### src/rtl/vga_timing_generator.sv
// vga_timing_generator
//   Raster scan generator: divides the system clock down to the pixel rate and
//   walks a configurable horizontal/vertical timing, presenting registered and
//   mutually aligned pixel coordinates, blank and syncs.
//
// Ports:
//   clk          system clock
//   reset        synchronous, active-low reset
//   x, y         coordinates of the presented pixel (0..H_TOTAL-1 / 0..V_TOTAL-1)
//   blank        presented pixel lies outside the active area
//   hsync/vsync  sync outputs, active level SYNC_POL
//   pixel_tick   one-clk pulse in the first cycle of each new pixel
//   line_start   pixel_tick with x==0
//   frame_start  pixel_tick with x==0 and y==0
module vga_timing_generator #(
    parameter int CLK_DIV  = 4,
    parameter int H_ACTIVE = 640,
    parameter int H_FP     = 16,
    parameter int H_SYNC   = 96,
    parameter int H_BP     = 48,
    parameter int V_ACTIVE = 480,
    parameter int V_FP     = 10,
    parameter int V_SYNC   = 2,
    parameter int V_BP     = 33,
    parameter bit SYNC_POL = 1'b0
) (
    input  logic       clk,
    input  logic       reset,
    output logic [9:0] x,
    output logic [9:0] y,
    output logic       blank,
    output logic       hsync,
    output logic       vsync,
    output logic       pixel_tick,
    output logic       line_start,
    output logic       frame_start
);

    localparam int H_TOTAL = H_ACTIVE + H_FP + H_SYNC + H_BP;
    localparam int V_TOTAL = V_ACTIVE + V_FP + V_SYNC + V_BP;

    generate
        if (H_TOTAL > 1024 || V_TOTAL > 1024) begin : g_bad_total
            $error("vga_timing_generator: H_TOTAL and V_TOTAL must not exceed 1024");
        end
        if (CLK_DIV < 1 || CLK_DIV > 16) begin : g_bad_div
            $error("vga_timing_generator: CLK_DIV must be 1..16");
        end
    endgenerate

    localparam logic [3:0]  DIV_LAST = 4'(CLK_DIV - 1);
    localparam logic [9:0]  H_LAST   = 10'(H_TOTAL - 1);
    localparam logic [9:0]  V_LAST   = 10'(V_TOTAL - 1);
    // 11-bit thresholds so a sync window ending exactly at 1024 still compares correctly
    localparam logic [10:0] H_ACT_W  = 11'(H_ACTIVE);
    localparam logic [10:0] HS_BEG_W = 11'(H_ACTIVE + H_FP);
    localparam logic [10:0] HS_END_W = 11'(H_ACTIVE + H_FP + H_SYNC);
    localparam logic [10:0] V_ACT_W  = 11'(V_ACTIVE);
    localparam logic [10:0] VS_BEG_W = 11'(V_ACTIVE + V_FP);
    localparam logic [10:0] VS_END_W = 11'(V_ACTIVE + V_FP + V_SYNC);

    logic [3:0] div_q, div_d;
    logic [9:0] hc_q, hc_d;
    logic [9:0] vc_q, vc_d;

    logic [9:0] x_q, x_d;
    logic [9:0] y_q, y_d;
    logic       blank_q, blank_d;
    logic       hsync_q, hsync_d;
    logic       vsync_q, vsync_d;
    logic       tick_q, tick_d;
    logic       ls_q, ls_d;
    logic       fs_q, fs_d;

    logic [10:0] hc_w, vc_w;
    logic        hs_on, vs_on;

    // The pixel held in (hc,vc) is presented on the edge where div==0 and the
    // counters step on the edge where div==CLK_DIV-1, so the first edge after
    // reset already shows (0,0) and each pixel stays up for CLK_DIV clocks.
    always_comb begin
        hc_w  = {1'b0, hc_q};
        vc_w  = {1'b0, vc_q};
        hs_on = (hc_w >= HS_BEG_W) && (hc_w < HS_END_W);
        vs_on = (vc_w >= VS_BEG_W) && (vc_w < VS_END_W);

        div_d = (div_q == DIV_LAST) ? '0 : div_q + 4'd1;
        hc_d  = hc_q;
        vc_d  = vc_q;
        if (div_q == DIV_LAST) begin
            if (hc_q == H_LAST) begin
                hc_d = '0;
                vc_d = (vc_q == V_LAST) ? '0 : vc_q + 10'd1;
            end else begin
                hc_d = hc_q + 10'd1;
            end
        end

        x_d     = x_q;
        y_d     = y_q;
        blank_d = blank_q;
        hsync_d = hsync_q;
        vsync_d = vsync_q;
        tick_d  = 1'b0;
        ls_d    = 1'b0;
        fs_d    = 1'b0;
        if (div_q == '0) begin
            x_d     = hc_q;
            y_d     = vc_q;
            blank_d = (hc_w >= H_ACT_W) || (vc_w >= V_ACT_W);
            hsync_d = hs_on ? SYNC_POL : ~SYNC_POL;
            vsync_d = vs_on ? SYNC_POL : ~SYNC_POL;
            tick_d  = 1'b1;
            ls_d    = (hc_q == '0);
            fs_d    = (hc_q == '0) && (vc_q == '0);
        end
    end

    always_ff @(posedge clk) begin
        if (!reset) begin
            div_q   <= '0;
            hc_q    <= '0;
            vc_q    <= '0;
            x_q     <= '0;
            y_q     <= '0;
            blank_q <= 1'b1;
            hsync_q <= ~SYNC_POL;
            vsync_q <= ~SYNC_POL;
            tick_q  <= 1'b0;
            ls_q    <= 1'b0;
            fs_q    <= 1'b0;
        end else begin
            div_q   <= div_d;
            hc_q    <= hc_d;
            vc_q    <= vc_d;
            x_q     <= x_d;
            y_q     <= y_d;
            blank_q <= blank_d;
            hsync_q <= hsync_d;
            vsync_q <= vsync_d;
            tick_q  <= tick_d;
            ls_q    <= ls_d;
            fs_q    <= fs_d;
        end
    end

    assign x           = x_q;
    assign y           = y_q;
    assign blank       = blank_q;
    assign hsync       = hsync_q;
    assign vsync       = vsync_q;
    assign pixel_tick  = tick_q;
    assign line_start  = ls_q;
    assign frame_start = fs_q;

endmodule

### config.mk
export PLATFORM = sky130hd
export DESIGN_NAME = vga_timing_generator
export DESIGN_NICKNAME = d
export VERILOG_FILES = /design/src/rtl/vga_timing_generator.sv
export SDC_FILE = /design/constraint.sdc
export NUM_CORES = 1
export LEC_CHECK = 0
export BUFFER_PORTS_ARGS = -buffer_cell sky130_fd_sc_hd__buf_2
export CAP_MARGIN = 20
export CORE_ASPECT_RATIO = 1.5
export CORE_MARGIN = 2
export CORE_UTILIZATION = 41
export DETAILED_ROUTE_END_ITERATION = 8
export SETUP_SLACK_MARGIN = 0.4
export SYNTH_ARGS = -nofsm -noshare
export SYNTH_HDL_FRONTEND = slang
export SYNTH_SLANG_ARGS = --single-unit
### constraint.sdc
create_clock -name clk -period 2.2 [get_ports clk]
set_clock_uncertainty 0.1 [all_clocks]
set_input_delay 0.44 -clock clk [delete_from_list [all_inputs] [get_ports clk]]
set_output_delay 0.44 -clock clk [all_outputs]
set_load 0.02 [all_outputs]
After elaboration in Yosys (flattened, before gate mapping)
Cells that the tools add are included.
{"block": "totals", "inputBits": 2, "output_inout_bits": 26, "ff_bits": 50, "word_cells": 39}
{"block": "classes", "addsub": 3, "eq_ne": 3, "reduce_logical": 10, "bitwise_logic": 1, "n_lt_le_gt_ge": 6, "n_mux": 5}
{"op": "adder 10 x 1 -> 10 bit, second input constant", "count": 2}
{"op": "== test 10 bit, second input constant", "count": 2}
{"op": ">= comparator 10 bit, second input constant", "count": 2}
{"op": ">= comparator 10 x 9 -> 1 bit, second input constant", "count": 2}
{"op": "zero test 10 bit", "count": 2}
{"op": "2-to-1 mux 10 bit", "count": 2}
{"op": "less-than comparator 10 bit, second input constant", "count": 1}
{"op": "less-than comparator 10 x 9 -> 1 bit, second input constant", "count": 1}
{"op": "adder 4 x 1 -> 4 bit, second input constant", "count": 1}
{"op": "== test 4 x 2 -> 1 bit, second input constant", "count": 1}
{"op": "zero test 4 bit", "count": 1}
{"op": "AND reduction 2 bit", "count": 2}
{"op": "logical AND 1 bit", "count": 3}
{"op": "2-to-1 mux 1 bit", "count": 3}
{"op": "OR reduction 2 bit", "count": 1}
{"op": "logical OR 1 bit", "count": 1}
{"op": "inverter 1 bit", "count": 1}

Depth between registers and ports, before layout
{"block": "depth", "depth_word": 3, "mapped_depth": 8}

Worst setup path before layout
Ideal clock, no wire load.
{"block": "synth_path", "path_kind": "reg-to-reg", "from": "reg div_q[0]", "to": "reg vc_q[9]", "t_arrival_ns": 2.222, "path_stages_with_launch": 9, "setup_slack_ns": -0.258, "period_less_slack_ns": 2.458, "required_ns": 1.964, "cell_sequence": "dfxtp_1 > ha_1 > or3b_1 > buf_2 > or4_1 > clkbuf_1 > buf_2 > o41ai_1 > a21oi_1"}
{"block": "synth_between", "elab_chain_cells": 2}
{"element": "start, declared", "line_no": "62", "source": "logic [3:0] div_q, div_d;"}
{"element": "start signal, assigned", "line_no": "133", "source": "div_q <= div_d;"}
{"element": "== test 4 x 2 -> 1 bit", "line_no": "90", "source": "if (div_q == DIV_LAST) begin"}
{"element": "AND reduction 2 bit (no source line)"}
{"element": "end signal, assigned", "line_no": "135", "source": "vc_q <= vc_d;"}
{"element": "end, declared", "line_no": "64", "source": "logic [9:0] vc_q, vc_d;"}
Every way passes these cells.
A chain may end at the register's enable or synchronous reset.

Final worst setup path
{"block": "layout_path", "from": "reg div_q[1]", "to": "reg vc_q[9]"}
Same word-level chain as after synthesis.

==> impl_summary.log <==
[metrics] outcome: completed
[metrics] count of hold buffers inserted by post-cts repair: 0
[metrics] number of placement rows: 32
[metrics] unrepaired setup endpoints after global routing: true
[metrics] Vias/cell: 5.38
[metrics] share of layout cells above drive strength 1: 0.277
[metrics] maximum fanout count along the critical path: 5
[metrics] final-report hold violation count: 0
[metrics] CTS tree: done
[metrics] Post-synth EDFFs: 0
[metrics] area growth from synthesis to layout: 31.5%
[metrics] leading cell type in the layout, fill and taps excluded: sky130_fd_sc_hd__nand2_1
[metrics] slew at the pin closest to its max-slew limit: 0.353 ns
[metrics] final WL: 5750 microns
[metrics] ant diodes: 0
[metrics] NetSw: 457 uW
[metrics] part of the power in the clock network: 0.404
[metrics] worst hold stages: 2
[metrics] max-slew headroom at the worst pin: 0.762
[metrics] Power per Cell Area: 666 mW/mm^2
[metrics] Sw Share: 0.236
[metrics] critical hold path startpoint: y[7]$_SDFFE_PN0P_
[metrics] final-stage net count: 326
[metrics] num ports: 28
[metrics] Register-to-Register Path Depth: 6
[metrics] cell area after technology mapping: 0.00221 sq mm
[metrics] total of flip-flops plus latches after synthesis: 50
[metrics] clock buffers created by TritonCTS: 5
[metrics] post-route core utilization: 0.563
[metrics] max-cap violation count: 0
[metrics] number of detailed-routing iterations run before antenna repair: 4
[metrics] startpoint of the worst-slack reg-to-reg timing path: div_q[1]$_SDFF_PP0_
[metrics] die outline area: 0.00601 sq mm
[metrics] number of global-route vias before repair: 2037
[metrics] Data arrival, critical path: 2.23 ns
[metrics] number of placed cells counting well taps: 369
[metrics] capturing element type of the critical path: register
[metrics] top library cells by usage in the layout, fill and taps aside: sky130_fd_sc_hd__nand2_1, sky130_fd_sc_hd__dfxtp_1, sky130_fd_sc_hd__buf_4
[metrics] most used flip-flop cell after synthesis: sky130_fd_sc_hd__dfxtp_1
[metrics] final standard cell count with taps included and fillers excluded: 386
[metrics] Avg Cell Area, Syn: 8.37 sq um
[metrics] f_max: 0.471 GHz
[metrics] clk slew on worst S/H paths: 0.10 ns
[metrics] post-detailed-route wirelength per cell: 14.9 microns
[metrics] post-detail-place hpwl: 3910 microns
[metrics] gate count after technology mapping: 264
[metrics] clock tree buffer depth: 2
[metrics] via count of the routed design: 2075
[metrics] starting DRC count in detailed routing: 165
[metrics] number of design rule violations left after detail routing: 0
[metrics] post-layout power: 1.94 mW
[metrics] sequential power share: 0.481
[metrics] Internal: 1.48 mW
[metrics] post-route worst setup slack: 0.0750 ns
[metrics] portion of the clock cycle consumed by the worst path in the final layout: 0.966
[metrics] gr ovfl total: 0
[metrics] Post-DRT Antenna Nets: 0
[metrics] H-tree depth: 2
[metrics] class of the tightest hold or removal check: register to register
[metrics] max-slew violations: 0
[metrics] number of warning messages in the yosys log: 0
[metrics] first-pass GRT wire length: 9470 microns
[metrics] proportion of synthesized chip area in sequential cells: 0.453
[metrics] width of the chip: 64.0 microns
[metrics] leakage dissipation: 1.11 nW
[metrics] fin crit period: 2.12 ns
[metrics] worst setup timing slack at the placement stage: -0.0183 ns
[metrics] reg2reg setup slack: 0.08 ns
[metrics] endpoints failing setup: 0
[metrics] endpoint of the most critical register-to-register path: vc_q[9]$_SDFFE_PN0P_
[metrics] Syn Nets: 273
[metrics] startpoint types: register
[metrics] Die Span Y: 93.9 microns
[metrics] critical setup path kind: register to register
[metrics] total core area: 0.00516 sq mm
[metrics] total routing usage reported by global routing: 0.201
[metrics] antenna violations before repair: 0
[metrics] routability congestion estimate: 0.838
[metrics] initial standard-cell utilization of the core: 0.428
[metrics] clock insertion delay at the later pin of the skew report: 0.31 ns
[metrics] data required time at the worst endpoint: 2.30 ns
[metrics] Yosys cell types: 35
[metrics] worst hold path endpoint: y[7]$_SDFFE_PN0P_
[metrics] count of clock tree sinks: 50
[metrics] Max IR drop VDD: 379 uV
[metrics] root buffer selected by CTS: sky130_fd_sc_hd__clkbuf_8
[metrics] proportion of synthesized flip-flops having asynchronous set or reset: 0
[metrics] PortBufs: 27
[metrics] worst hold slack: 0.363 ns
[metrics] power share of the combinational group: 0.115
[metrics] pin count of the biggest net entering global routing: 20
Yosys cell counts (all sizes together) (4+ instances only):
master,count,area (sq um)
a21boi,26,195
a21oi,9,45.0
and2,5,31.3
and3,4,25.0
clkbuf,14,52.6
dfxtp,50,1000
ha,7,87.6
inv,8,30.0
nand2,53,199
nand3,11,55.1
nand4,6,37.5
nor2,13,48.8
nor3,6,30.0
o21ai,10,50.0
or3,4,25.0
or4,5,37.5
xnor2,4,35.0
flip-flops by register name, summed over array words and instances, names as in the netlist:
register	count
hc_q	10
hsync	1
vsync	1
div_q	4
blank	1
y	10
x	10
frame_start	1
vc_q	10
pixel_tick	1
line_start	1
layer usage:
| layer | part of all wire | global-route usage |
|---|---|---|
| met1 | 0.40 | 0.212 |
| met2 | 0.54 | 0.373 |
| met3 | 0.031 | 0.0336 |
| met4 | 0.027 | 0.107 |
| met5 | 0 | 0 |
power by group through the flow:
stage,registers (mW),clock network [mW],logic (mW)
2_1_floorplan,0.967,0,0.0862
3_3_place_gp,0.952,0,0.175
3_5_place_dp,0.953,0,0.175
4_1_cts,0.931,0.790,0.188
5_1_grt,0.933,0.828,0.243
6_report,0.931,0.782,0.224
per-stage QoR:
step	area [sq um]	setup TNS, ns
final	2910	0
after global routing	2910	0
after CTS	2830	0
after detailed placement	2610	-0.0552
after global placement	2610	-0.0000107
after floorplan	2270	-0.0712
cell families after synthesis:
kind of cell / count (synthesis) / share of synthesized area
xor+xnor: 7 / 0.0277
compound gates: 52 / 0.157
buf+inv: 24 / 0.0419
simple gates: 124 / 0.281
flops: 50 / 0.453
fa+ha+maj: 7 / 0.0396
critical path: stages, from the launching register on:
cell and delay, ns:
sky130_fd_sc_hd__dfxtp_2 0.36, sky130_fd_sc_hd__ha_4 0.13, sky130_fd_sc_hd__or3b_4 0.40, sky130_fd_sc_hd__or4_4 0.53, sky130_fd_sc_hd__buf_6 0.16, sky130_fd_sc_hd__o41ai_2 0.23
sky130_fd_sc_hd__a21oi_1 0.12
timing repair:
action	CTS	global route
gates resized for setup	8	11
pin swaps	2	6
buffers inserted	5	3
setup endpoints to repair	17	25
gates cloned	1	0
worst max-delay path by stage:
stage,startpoint,endpoint,slack [ns],cells after the start
finish,div_q[1]$_SDFF_PP0_,vc_q[9]$_SDFFE_PN0P_,0.08,6
floorplan,div_q[1]$_SDFF_PP0_,vc_q[5]$_SDFFE_PN0P_,-0.02,7
global route,div_q[1]$_SDFF_PP0_,vc_q[9]$_SDFFE_PN0P_,0.02,6
CTS,div_q[1]$_SDFF_PP0_,vc_q[5]$_SDFFE_PN0P_,0.10,6
global placement,div_q[1]$_SDFF_PP0_,vc_q[5]$_SDFFE_PN0P_,-0.00001,5
detailed placement,div_q[1]$_SDFF_PP0_,vc_q[9]$_SDFFE_PN0P_,-0.02,6
cell type report:
cell class              instances  area (sq um)
well taps                      68          85.1
clock buffers                   5          68.8
multi-input cells             191          1230
fillers                       489          2260
inverters                       8          30.0
repair buffers                 61           422
clock inverters                 3          68.8
flip-flops and latches         50          1000
Power figures use the tool's default switching activity.
